File: src/rtl/simple_axi_pkg.sv
// rtl/simple_axi_pkg.sv - shared command, size and arbiter-state types for the simple AXI master path
package simple_axi_pkg;

    typedef enum logic [1:0] {
        RW_IDLE   = 2'b00,
        RW_WRITE  = 2'b01,
        RW_READ   = 2'b10,
        RW_IGNORE = 2'b11
    } rw_cmd_e;

    typedef enum logic [2:0] {
        SIZE_BYTE  = 3'd0,
        SIZE_HALF  = 3'd1,
        SIZE_WORD  = 3'd2,
        SIZE_DWORD = 3'd3
    } transfer_size_e;

    typedef enum logic [1:0] {
        S_IDLE,
        S_ISSUE,
        S_WAIT,
        S_RESP
    } arb_state_e;

    // 11 is a reserved encoding and never counts as a request
    function automatic logic is_pending(input logic [1:0] rw);
        return (rw == RW_WRITE) || (rw == RW_READ);
    endfunction

endpackage

File: src/rtl/axi_master_rr_arbiter_rr_pick.sv
// rtl/axi_master_rr_arbiter_rr_pick.sv - first pending index searching upward from a pointer with wrap
module rr_pick #(
    parameter int N_REQ = 4
) (
    input  logic [N_REQ-1:0]         i_pending,
    input  logic [$clog2(N_REQ)-1:0] i_ptr,
    output logic                     o_valid,
    output logic [$clog2(N_REQ)-1:0] o_idx
);

    localparam int IW = $clog2(N_REQ);

    logic [IW:0] cand;

    // Walk offsets from farthest to nearest so the nearest pending index is the last one written
    always_comb begin
        o_valid = 1'b0;
        o_idx   = '0;
        cand    = '0;
        for (int i = N_REQ - 1; i >= 0; i--) begin
            cand = {1'b0, i_ptr} + (IW + 1)'(i);
            if (cand >= (IW + 1)'(N_REQ)) begin
                cand = cand - (IW + 1)'(N_REQ);
            end
            if (i_pending[cand[IW-1:0]]) begin
                o_valid = 1'b1;
                o_idx   = cand[IW-1:0];
            end
        end
    end

endmodule

File: src/rtl/axi_master_rr_arbiter.sv
// rtl/axi_master_rr_arbiter.sv - round-robin sequencer sharing one single-beat AXI master among requesters
module axi_master_rr_arbiter
    import simple_axi_pkg::*;
#(
    parameter int N_REQ = 4,
    parameter int WIDTH = 32
) (
    input  logic                   i_clk,
    input  logic                   i_rstn,
    input  logic [2*N_REQ-1:0]     i_req_rw,
    input  logic [3*N_REQ-1:0]     i_req_size,
    input  logic [32*N_REQ-1:0]    i_req_addr,
    input  logic [WIDTH*N_REQ-1:0] i_req_wdata,
    output logic [N_REQ-1:0]       o_req_grant,
    output logic [N_REQ-1:0]       o_req_done,
    output logic                   o_req_error,
    output logic                   o_req_invalid,
    output logic [WIDTH-1:0]       o_req_rdata,
    output logic [1:0]             o_m_rw,
    output logic [2:0]             o_m_size,
    output logic [31:0]            o_m_addr,
    output logic [WIDTH-1:0]       o_m_wdata,
    output logic                   o_m_clear,
    input  logic [WIDTH-1:0]       i_m_rdata,
    input  logic                   i_m_wait,
    input  logic                   i_m_done,
    input  logic                   i_m_error,
    input  logic                   i_m_invalid
);

    localparam int IW = $clog2(N_REQ);

    arb_state_e       state_q, state_d;
    logic [IW-1:0]    idx_q, idx_d;
    logic [IW-1:0]    rr_ptr_q, rr_ptr_d;
    logic [1:0]       rw_q, rw_d;
    logic [2:0]       size_q, size_d;
    logic [31:0]      addr_q, addr_d;
    logic [WIDTH-1:0] wdata_q, wdata_d;
    logic [WIDTH-1:0] rdata_q, rdata_d;
    logic             err_q, err_d;
    logic             inv_q, inv_d;

    logic [N_REQ-1:0] pending;
    logic             pick_valid;
    logic [IW-1:0]    pick_idx;
    logic [N_REQ-1:0] idx_onehot;

    always_comb begin
        pending = '0;
        for (int k = 0; k < N_REQ; k++) begin
            pending[k] = is_pending(i_req_rw[2*k +: 2]);
        end
    end

    rr_pick #(.N_REQ(N_REQ)) u_rr_pick (
        .i_pending (pending),
        .i_ptr     (rr_ptr_q),
        .o_valid   (pick_valid),
        .o_idx     (pick_idx)
    );

    assign idx_onehot = {{(N_REQ-1){1'b0}}, 1'b1} << idx_q;

    always_ff @(posedge i_clk) begin
        if (!i_rstn) begin
            state_q  <= S_IDLE;
            idx_q    <= '0;
            rr_ptr_q <= '0;
            rw_q     <= '0;
            size_q   <= '0;
            addr_q   <= '0;
            wdata_q  <= '0;
            rdata_q  <= '0;
            err_q    <= 1'b0;
            inv_q    <= 1'b0;
        end else begin
            state_q  <= state_d;
            idx_q    <= idx_d;
            rr_ptr_q <= rr_ptr_d;
            rw_q     <= rw_d;
            size_q   <= size_d;
            addr_q   <= addr_d;
            wdata_q  <= wdata_d;
            rdata_q  <= rdata_d;
            err_q    <= err_d;
            inv_q    <= inv_d;
        end
    end

    always_comb begin
        state_d     = state_q;
        idx_d       = idx_q;
        rr_ptr_d    = rr_ptr_q;
        rw_d        = rw_q;
        size_d      = size_q;
        addr_d      = addr_q;
        wdata_d     = wdata_q;
        rdata_d     = rdata_q;
        err_d       = err_q;
        inv_d       = inv_q;
        o_m_rw      = 2'b00;
        o_m_clear   = 1'b0;
        o_req_grant = '0;
        o_req_done  = '0;
        case (state_q)
            S_IDLE: begin
                if (pick_valid) begin
                    idx_d   = pick_idx;
                    rw_d    = i_req_rw[{pick_idx, 1'b0} +: 2];
                    size_d  = i_req_size[3*int'(pick_idx) +: 3];
                    addr_d  = i_req_addr[32*int'(pick_idx) +: 32];
                    wdata_d = i_req_wdata[WIDTH*int'(pick_idx) +: WIDTH];
                    state_d = S_ISSUE;
                end
            end
            S_ISSUE: begin
                o_m_rw      = rw_q;
                o_req_grant = idx_onehot;
                // A done here is the master refusing a misaligned command without bus traffic
                if (i_m_done) begin
                    rdata_d = '0;
                    err_d   = i_m_error;
                    inv_d   = i_m_invalid;
                    state_d = S_RESP;
                end else begin
                    state_d = S_WAIT;
                end
            end
            S_WAIT: begin
                o_req_grant = idx_onehot;
                if (i_m_done) begin
                    rdata_d = i_m_rdata;
                    err_d   = i_m_error;
                    inv_d   = i_m_invalid;
                    state_d = S_RESP;
                end
            end
            S_RESP: begin
                o_req_grant = idx_onehot;
                o_req_done  = idx_onehot;
                o_m_clear   = 1'b1;
                rr_ptr_d    = (idx_q == IW'(N_REQ - 1)) ? '0 : idx_q + 1'b1;
                state_d     = S_IDLE;
            end
            default: state_d = S_IDLE;
        endcase
    end

    assign o_m_size      = size_q;
    assign o_m_addr      = addr_q;
    assign o_m_wdata     = wdata_q;
    assign o_req_rdata   = rdata_q;
    assign o_req_error   = err_q;
    assign o_req_invalid = inv_q;

    // The master must report busy for as long as we are waiting on it
    a_wait_while_busy: assert property (@(posedge i_clk) disable iff (!i_rstn)
        (state_q == S_WAIT) |-> i_m_wait);

endmodule

File: config.mk
export PLATFORM = sky130hd
export DESIGN_NAME = axi_master_rr_arbiter
export DESIGN_NICKNAME = d
export VERILOG_FILES = /design/src/rtl/simple_axi_pkg.sv /design/src/rtl/axi_master_rr_arbiter_rr_pick.sv /design/src/rtl/axi_master_rr_arbiter.sv
export SDC_FILE = /design/constraint.sdc
export NUM_CORES = 1
export LEC_CHECK = 0
export CORE_AREA = 5 5 162 164
export DETAILED_ROUTE_END_ITERATION = 10
export DIE_AREA = 0 0 167 169
export GPL_TIMING_DRIVEN = 0
export SYNTH_ARGS = -nofsm -noshare
export SYNTH_HDL_FRONTEND = slang
export SYNTH_HIERARCHICAL = 1
export SYNTH_SLANG_ARGS = --single-unit
File: constraint.sdc
create_clock -name i_clk -period 3 [get_ports i_clk]
set_input_delay 0.3 -clock i_clk [delete_from_list [all_inputs] [get_ports i_clk]]
set_output_delay 0.3 -clock i_clk [all_outputs]
set_load 0.05 [all_outputs]
# Yosys cells after proc, flatten, opt, wreduce, memory -nomap -nowiden

Cells that the tools add are included.

Register bits: 109

Multiply operators: 1
Mux-type cells: 32
Equal/unequal tests: 15
Reduce and logical (&&, ||, !) cells: 12
Order comparisons: 8
Add/sub/neg operators: 8
Shift-type cells: 5

Operator list:

| kind                                                                                | number |
|---|---|
| 128-bit by 8-bit indexed part select with 32-bit output                             | 2 |
| 32-bit two-way mux                                                                  | 2 |
| 32-bit one-hot mux with 2 select lines                                              | 1 |
| 2-bit two-way mux                                                                   | 12 |
| 2-bit equality test, second input constant                                          | 7 |
| 2-bit by 3-bit less-than comparator with 1-bit output, second input constant        | 4 |
| 12-bit by 5-bit indexed part select with 3-bit output                               | 1 |
| 2-bit by 1-bit equality test with 1-bit output, second input constant               | 5 |
| 1-bit two-way mux                                                                   | 10 |
| 3-bit greater-or-equal comparator, second input constant                            | 3 |
| 1-bit binary-select mux with 2-bit select                                           | 4 |
| 4-bit two-way mux                                                                   | 2 |
| 2-bit one-hot mux with 4 select lines                                               | 1 |
| 8-bit by 4-bit indexed part select with 2-bit output                                | 1 |
| 2-bit by 1-bit subtractor with 2-bit output, second input constant                  | 4 |
| 2-bit by 2-bit adder with 3-bit output, second input constant                       | 2 |
| 2-bit != test, second input constant                                                | 3 |
| 2-bit AND reduction                                                                 | 3 |
| 1-bit logical OR                                                                    | 4 |
| 2-bit by 2-bit multiplier with 4-bit output, first input constant                   | 1 |
| 1-bit by 2-bit left shift with 4-bit output, first input constant                   | 1 |
| 2-bit by 1-bit adder with 3-bit output, second input constant                       | 1 |
| 2-bit by 3-bit greater-or-equal comparator with 1-bit output, second input constant | 1 |
| 3-bit AND reduction                                                                 | 1 |
| other kinds (5)                                                                     | 5 |

# Depth between registers and ports, before layout

Depth in word-level cells: 11
Gate-level depth with buffers: 10

# Cells and area by module

Netlist, hierarchy kept.

Modules (own cells, without submodules):

| module                | times used | area each (µm²) | cells an instance |
|---|---|---|---|
| axi_master_rr_arbiter | 1          | 5616.6          | 561 |
| rr_pick               | 1          | 77.6            | 13 |

# Worst setup path after synthesis

No wires, ideal clock.

Kind: input port to flip-flop
Start point: input port i_req_rw[7]
End point: register addr_q[14], in the netlist o_m_addr[14]
Setup time: 0.128 ns
Data arrival time: 1.707 ns
Stages: 9
Slack: 1.165 ns
Required time: 2.872 ns
Cell sequence: xor2_1 > mux2i_1 > a211oi_2 > buf_2 > buf_4 > buf_4 > mux2i_1 > a2bb2oi_1 > o21ai_1

Word-level cells in the longest chain between the ends: 9

RTL lines:

| what                                                                                         | RTL line                            | source |
|---|---|---|
| from (decl)                                                                                  | axi_master_rr_arbiter.sv:10         | `input logic [2*N_REQ-1:0] i_req_rw,` |
| 2-bit by 1-bit equality test with 1-bit output / 2-bit equality test (equally long branches) | simple_axi_pkg.sv:27                | `return (rw == RW_WRITE) \|\| (rw == RW_READ);` |
| 1-bit logical OR *                                                                           | simple_axi_pkg.sv:27                |  |
| 1-bit binary-select mux with 2-bit select                                                    | axi_master_rr_arbiter_rr_pick.sv:25 | `if (i_pending[cand[IW-1:0]]) begin` |
| 1-bit two-way mux (implied by the code)                                                      | axi_master_rr_arbiter_rr_pick.sv:25 |  |
| 2-bit two-way mux (3 in series)                                                              | axi_master_rr_arbiter_rr_pick.sv:25 |  |
| 2-bit two-way mux *                                                                          | axi_master_rr_arbiter_rr_pick.sv:25 |  |
| net pick_idx[0]                                                                              | axi_master_rr_arbiter.sv:46         | `logic [IW-1:0] pick_idx;` |
| 128-bit by 8-bit indexed part select with 32-bit output *                                    | axi_master_rr_arbiter.sv:112        | `addr_d = i_req_addr[32*int'(pick_idx) +: 32];` |
| to (signal assigned)                                                                         | axi_master_rr_arbiter.sv:83         | `addr_q <= addr_d;` |
| to (decl)                                                                                    | axi_master_rr_arbiter.sv:38         | `logic [31:0] addr_q, addr_d;` |

The timed path passes the listed nets; every way through them passes the cells marked *. The select of a mux whose other input is x is not followed.
A chain may end at the register's enable or synchronous reset.

# Worst setup path in the final report

Start point: register state_q[0]
End point: output port o_req_grant[1]

Word-level cells in the longest chain between the ends: 3

RTL lines:

| what                                                                                         | RTL line                     | source |
|---|---|---|
| from (decl)                                                                                  | axi_master_rr_arbiter.sv:33  | `arb_state_e state_q, state_d;` |
| from (signal assigned)                                                                       | axi_master_rr_arbiter.sv:78  | `state_q <= state_d;` |
| 2-bit equality test / 2-bit by 1-bit equality test with 1-bit output (equally long branches) | axi_master_rr_arbiter.sv:106 | `case (state_q)` |
| 3-bit OR reduction (no source line) *                                                        | n/a                          |  |
| 4-bit two-way mux *                                                                          | axi_master_rr_arbiter.sv:106 |  |
| to (decl)                                                                                    | axi_master_rr_arbiter.sv:14  | `output logic [N_REQ-1:0] o_req_grant,` |

Every way passes the cells marked *; elsewhere a longest branch is shown, timed or not.

==> impl_results.md <==
- Outcome: finished clean
- Crit-path max FO: 10
- Placed cell area: 0.0104 sq mm
- Pleak: 4.14 nW
- Crit path kind: reg2out
- Initial Utilization: 23.0%
- Reg-to-reg setup timing slack: 880 ps
- Syn_nets: 897
- WL met1: 11.0 mm
- R2r startpoint: rr_ptr_q[0]$_SDFFE_PN0P_
- Seq cells post-synth: 109
- RSZ-0062 raised after global routing: false
- Setup crit start kind: flip-flop
- Switching power total: 3.57 mW
- Reg clk slew, reported paths: 80 ps
- Antenna Violating Nets Remaining: 0
- Setup Buffers After CTS: 0
- Ys Warns: 6
- Syn Std Cell Area: 0.00569 sq mm
- Syn_area_per_cell: 9.92 sq um
- Final Hold Fails: 0
- Diode count: 0
- Fin util: 43.2%
- Synth Instances: 574
- Row count: 58
- Top layer in use: met4
- Detail Placement HPWL: 21.2 mm
- CP Cell Sequence: inv_1 -> ha_1 -> buf_6 -> nor2b_1 -> clkdlybuf4s50_1
- Crit-path slowest cell: clkdlybuf4s50_1
- Fin area: 0.0107 sq mm
- Maximum vdd drop: 0.274 mV
- Initial antenna violation count: 0
- R2r worst-path depth: 7
- Layout overhead on the synthesized area: 87.9%
- Rel. slew slack: 60.8%
- Clock Skews: 11.5 ps
- Fin crit period: 2540 ps
- Commonest non-fill, non-tap cell in the layout: clkdlybuf4s50_1
- DRC: 0
- CTS tree: yes
- First-pass GRT wire length: 38.3 mm
- Cells after DPL: 1328
- Routed wl met3: 1.95 mm
- Highest clock rate: 0.394 GHz
- Combinational share of power: 56.9%
- Die width: 167 um
- Final wirelength: 26.2 mm
- Pin count of the biggest net entering global routing: 21
- I/O pin count: 426
- Wire length per cell: 19.5 um
- R2r endpoint: o_m_addr[18]$_SDFFE_PN0P_
- Clock Latency Late Sink: 350 ps
- Sequential Power Share: 25.7%
- Final setup viols: 0
- H-tree levels: 3
- CP required: 2700 ps
- HP Class: reg2reg
- Hold Slack: 455 ps
- Int Power: 4.47 mW
- GRT overflow: 0
- Top cell type's share of synthesized area: 38.3%
- Met2 wire length: 12.8 mm
- Max Cap Viol: 0
- Yosys top cell by area: dfxtp_1
- Crit path capture: o_req_grant[1]
- Post-synthesis sequential area ratio: 38.3%
- Final GP Congestion: 0.829
- Top cells by area, synth: dfxtp_1 (38%), mux2i_1 (25%), a2bb2oi_1 (9.1%), o21ai_1 (5.2%), a22oi_1 (4.2%)
- Initial DRC Count: 248
- Crit path largest cell delay: 860 ps
- Total track usage: 17.5%
- Die footprint: 0.0282 sq mm
- Crit path arrival time: 2240 ps
- Switch share: 44.4%
- Share of cells above drive strength 1: 5.72%
- Worst setup EP type: output pin
- DR vias/cell: 4.54
- Post-CTS resize count: 0
- Max-slew violation count: 0
- Via count: 6106
- Largest buffer count on any clock path: 2
- Final cell count without fillers: 1344
- CTS buffer count: 9
- Clock network power share: 17.3%
- Vias in the first global route: 6232
- DIE HEIGHT: 169 um
- Yosys cell types: 33
- Clock Root Buffer: clkbuf_16
- CP startpoint: state_q[0]$_SDFFE_PN0P_
- Port buffer count: 424
- Fin crit share: 84.6%
- # nets final: 1332
- Setup TNS: 0 ps
- DR pass1 iterations: 4
- Post-CTS Hold Fix Bufs: 0
- # clock sinks: 109
- Total core area: 0.0247 sq mm
- Least-Margin Pin Slew: 586 ps
- PD cells: 751 mW/mm^2
- Most frequent cells in the layout: clkdlybuf4s50_1 (424), mux2i_1 (141), dfxtp_1 (109)
==> critical path, delay by kind of cell (launching register included) <==
family | cells | cell delay (ps)
adder cells (fa/ha/maj) | 1 | 250
buffers and inverters | 3 | 1140
AND/OR/NAND/NOR | 1 | 130
flip-flops | 1 | 370
==> worst min-delay path by stage <==
stage / startpoint / endpoint / slack, ps / cells after the start
global placement: o_m_addr[10]$_SDFFE_PN0P_ / o_m_addr[10]$_SDFFE_PN0P_ / 430 / 1
detailed placement: o_m_addr[2]$_SDFFE_PN0P_ / o_m_addr[2]$_SDFFE_PN0P_ / 440 / 1
CTS: o_m_addr[2]$_SDFFE_PN0P_ / o_m_addr[2]$_SDFFE_PN0P_ / 460 / 1
global route: o_req_error$_SDFFE_PN0P_ / o_req_error$_SDFFE_PN0P_ / 480 / 2
finish: o_m_addr[2]$_SDFFE_PN0P_ / o_m_addr[2]$_SDFFE_PN0P_ / 460 / 1
floorplan: rw_q[0]$_SDFFE_PN0P_ / rw_q[0]$_SDFFE_PN0P_ / 440 / 2
==> logic make-up (layout without fill, tap and decap cells) <==
group	after synthesis	after routing	synth area share, %
compound gates	182	182	22.5
mux	141	141	24.8
flops	109	109	38.3
xor+xnor	4	4	0.615
fa+ha+maj	9	9	1.98
buf+inv	55	495	5.30
simple gates	74	74	6.55
==> synth_stat cells <==
library cell and n:
mux2i_1 141, dfxtp_1 109, a2bb2oi_1 59, o21ai_1 59, nor2_1 41, a22oi_1 32, buf_2 19, clkbuf_1 15
buf_4 13, a21o_1 9, ha_1 9, nand2_1 9, o22ai_1 9, and2_1 7, a21oi_1 6, inv_1 5
nor2b_1 5, nand3_1 4, xor2_1 4, buf_6 3, a211oi_1 2, nand2b_1 2, o21ai_0 2, a211oi_2 1
a21boi_2 1, a221oi_2 1, nand4_2 1, nand4b_4 1, nor2b_4 1, nor3b_1 1, o221ai_1 1, or3_4 1
or3b_1 1
==> per-layer routing <==
layer | vias to the layer above | global-route usage, %
li1 | 3003 | -
met1 | 2816 | 21.9
met2 | 264 | 30.0
met4 | 0 | 4.77
met3 | 23 | 4.23
met5 | - | 0
==> flip-flops by register name, summed over array words and instances, names as in the netlist, 2 cells and up <==
name         count
idx_q            2
o_m_addr        32
o_m_size         3
o_m_wdata       32
o_req_rdata     32
rr_ptr_q         2
rw_q             2
state_q          2
==> power groups by stage <==
stage          Sequential [mW]  Combinational (mW)  Clock, mW
6_report                  2.07                4.57       1.39
5_1_grt                   2.12                4.84       1.49
4_1_cts                   2.07                4.62       1.45
3_5_place_dp              2.10                4.61          0
3_3_place_gp              2.08                4.61          0
2_1_floorplan             3.37                1.61          0
==> layout make-up <==
class | count | area (sq um)
tap | 330 | 413
multi-input combinational | 410 | 3210
sequential | 109 | 2180
fill | 2487 | 14000
timing repair buffer | 424 | 4240
inverter | 5 | 18.8
clock buffer | 9 | 225
clock inverter | 7 | 121
buffer | 50 | 283
==> metrics by stage <==
step | power, mW | worst slack [ps]
6_report | 8.03 | 462
5_1_grt | 8.45 | 291
4_1_cts | 8.15 | 411
3_5_place_dp | 6.71 | 161
3_3_place_gp | 6.69 | 183
2_1_floorplan | 4.98 | 1170
(Power assumes the default switching activity.)
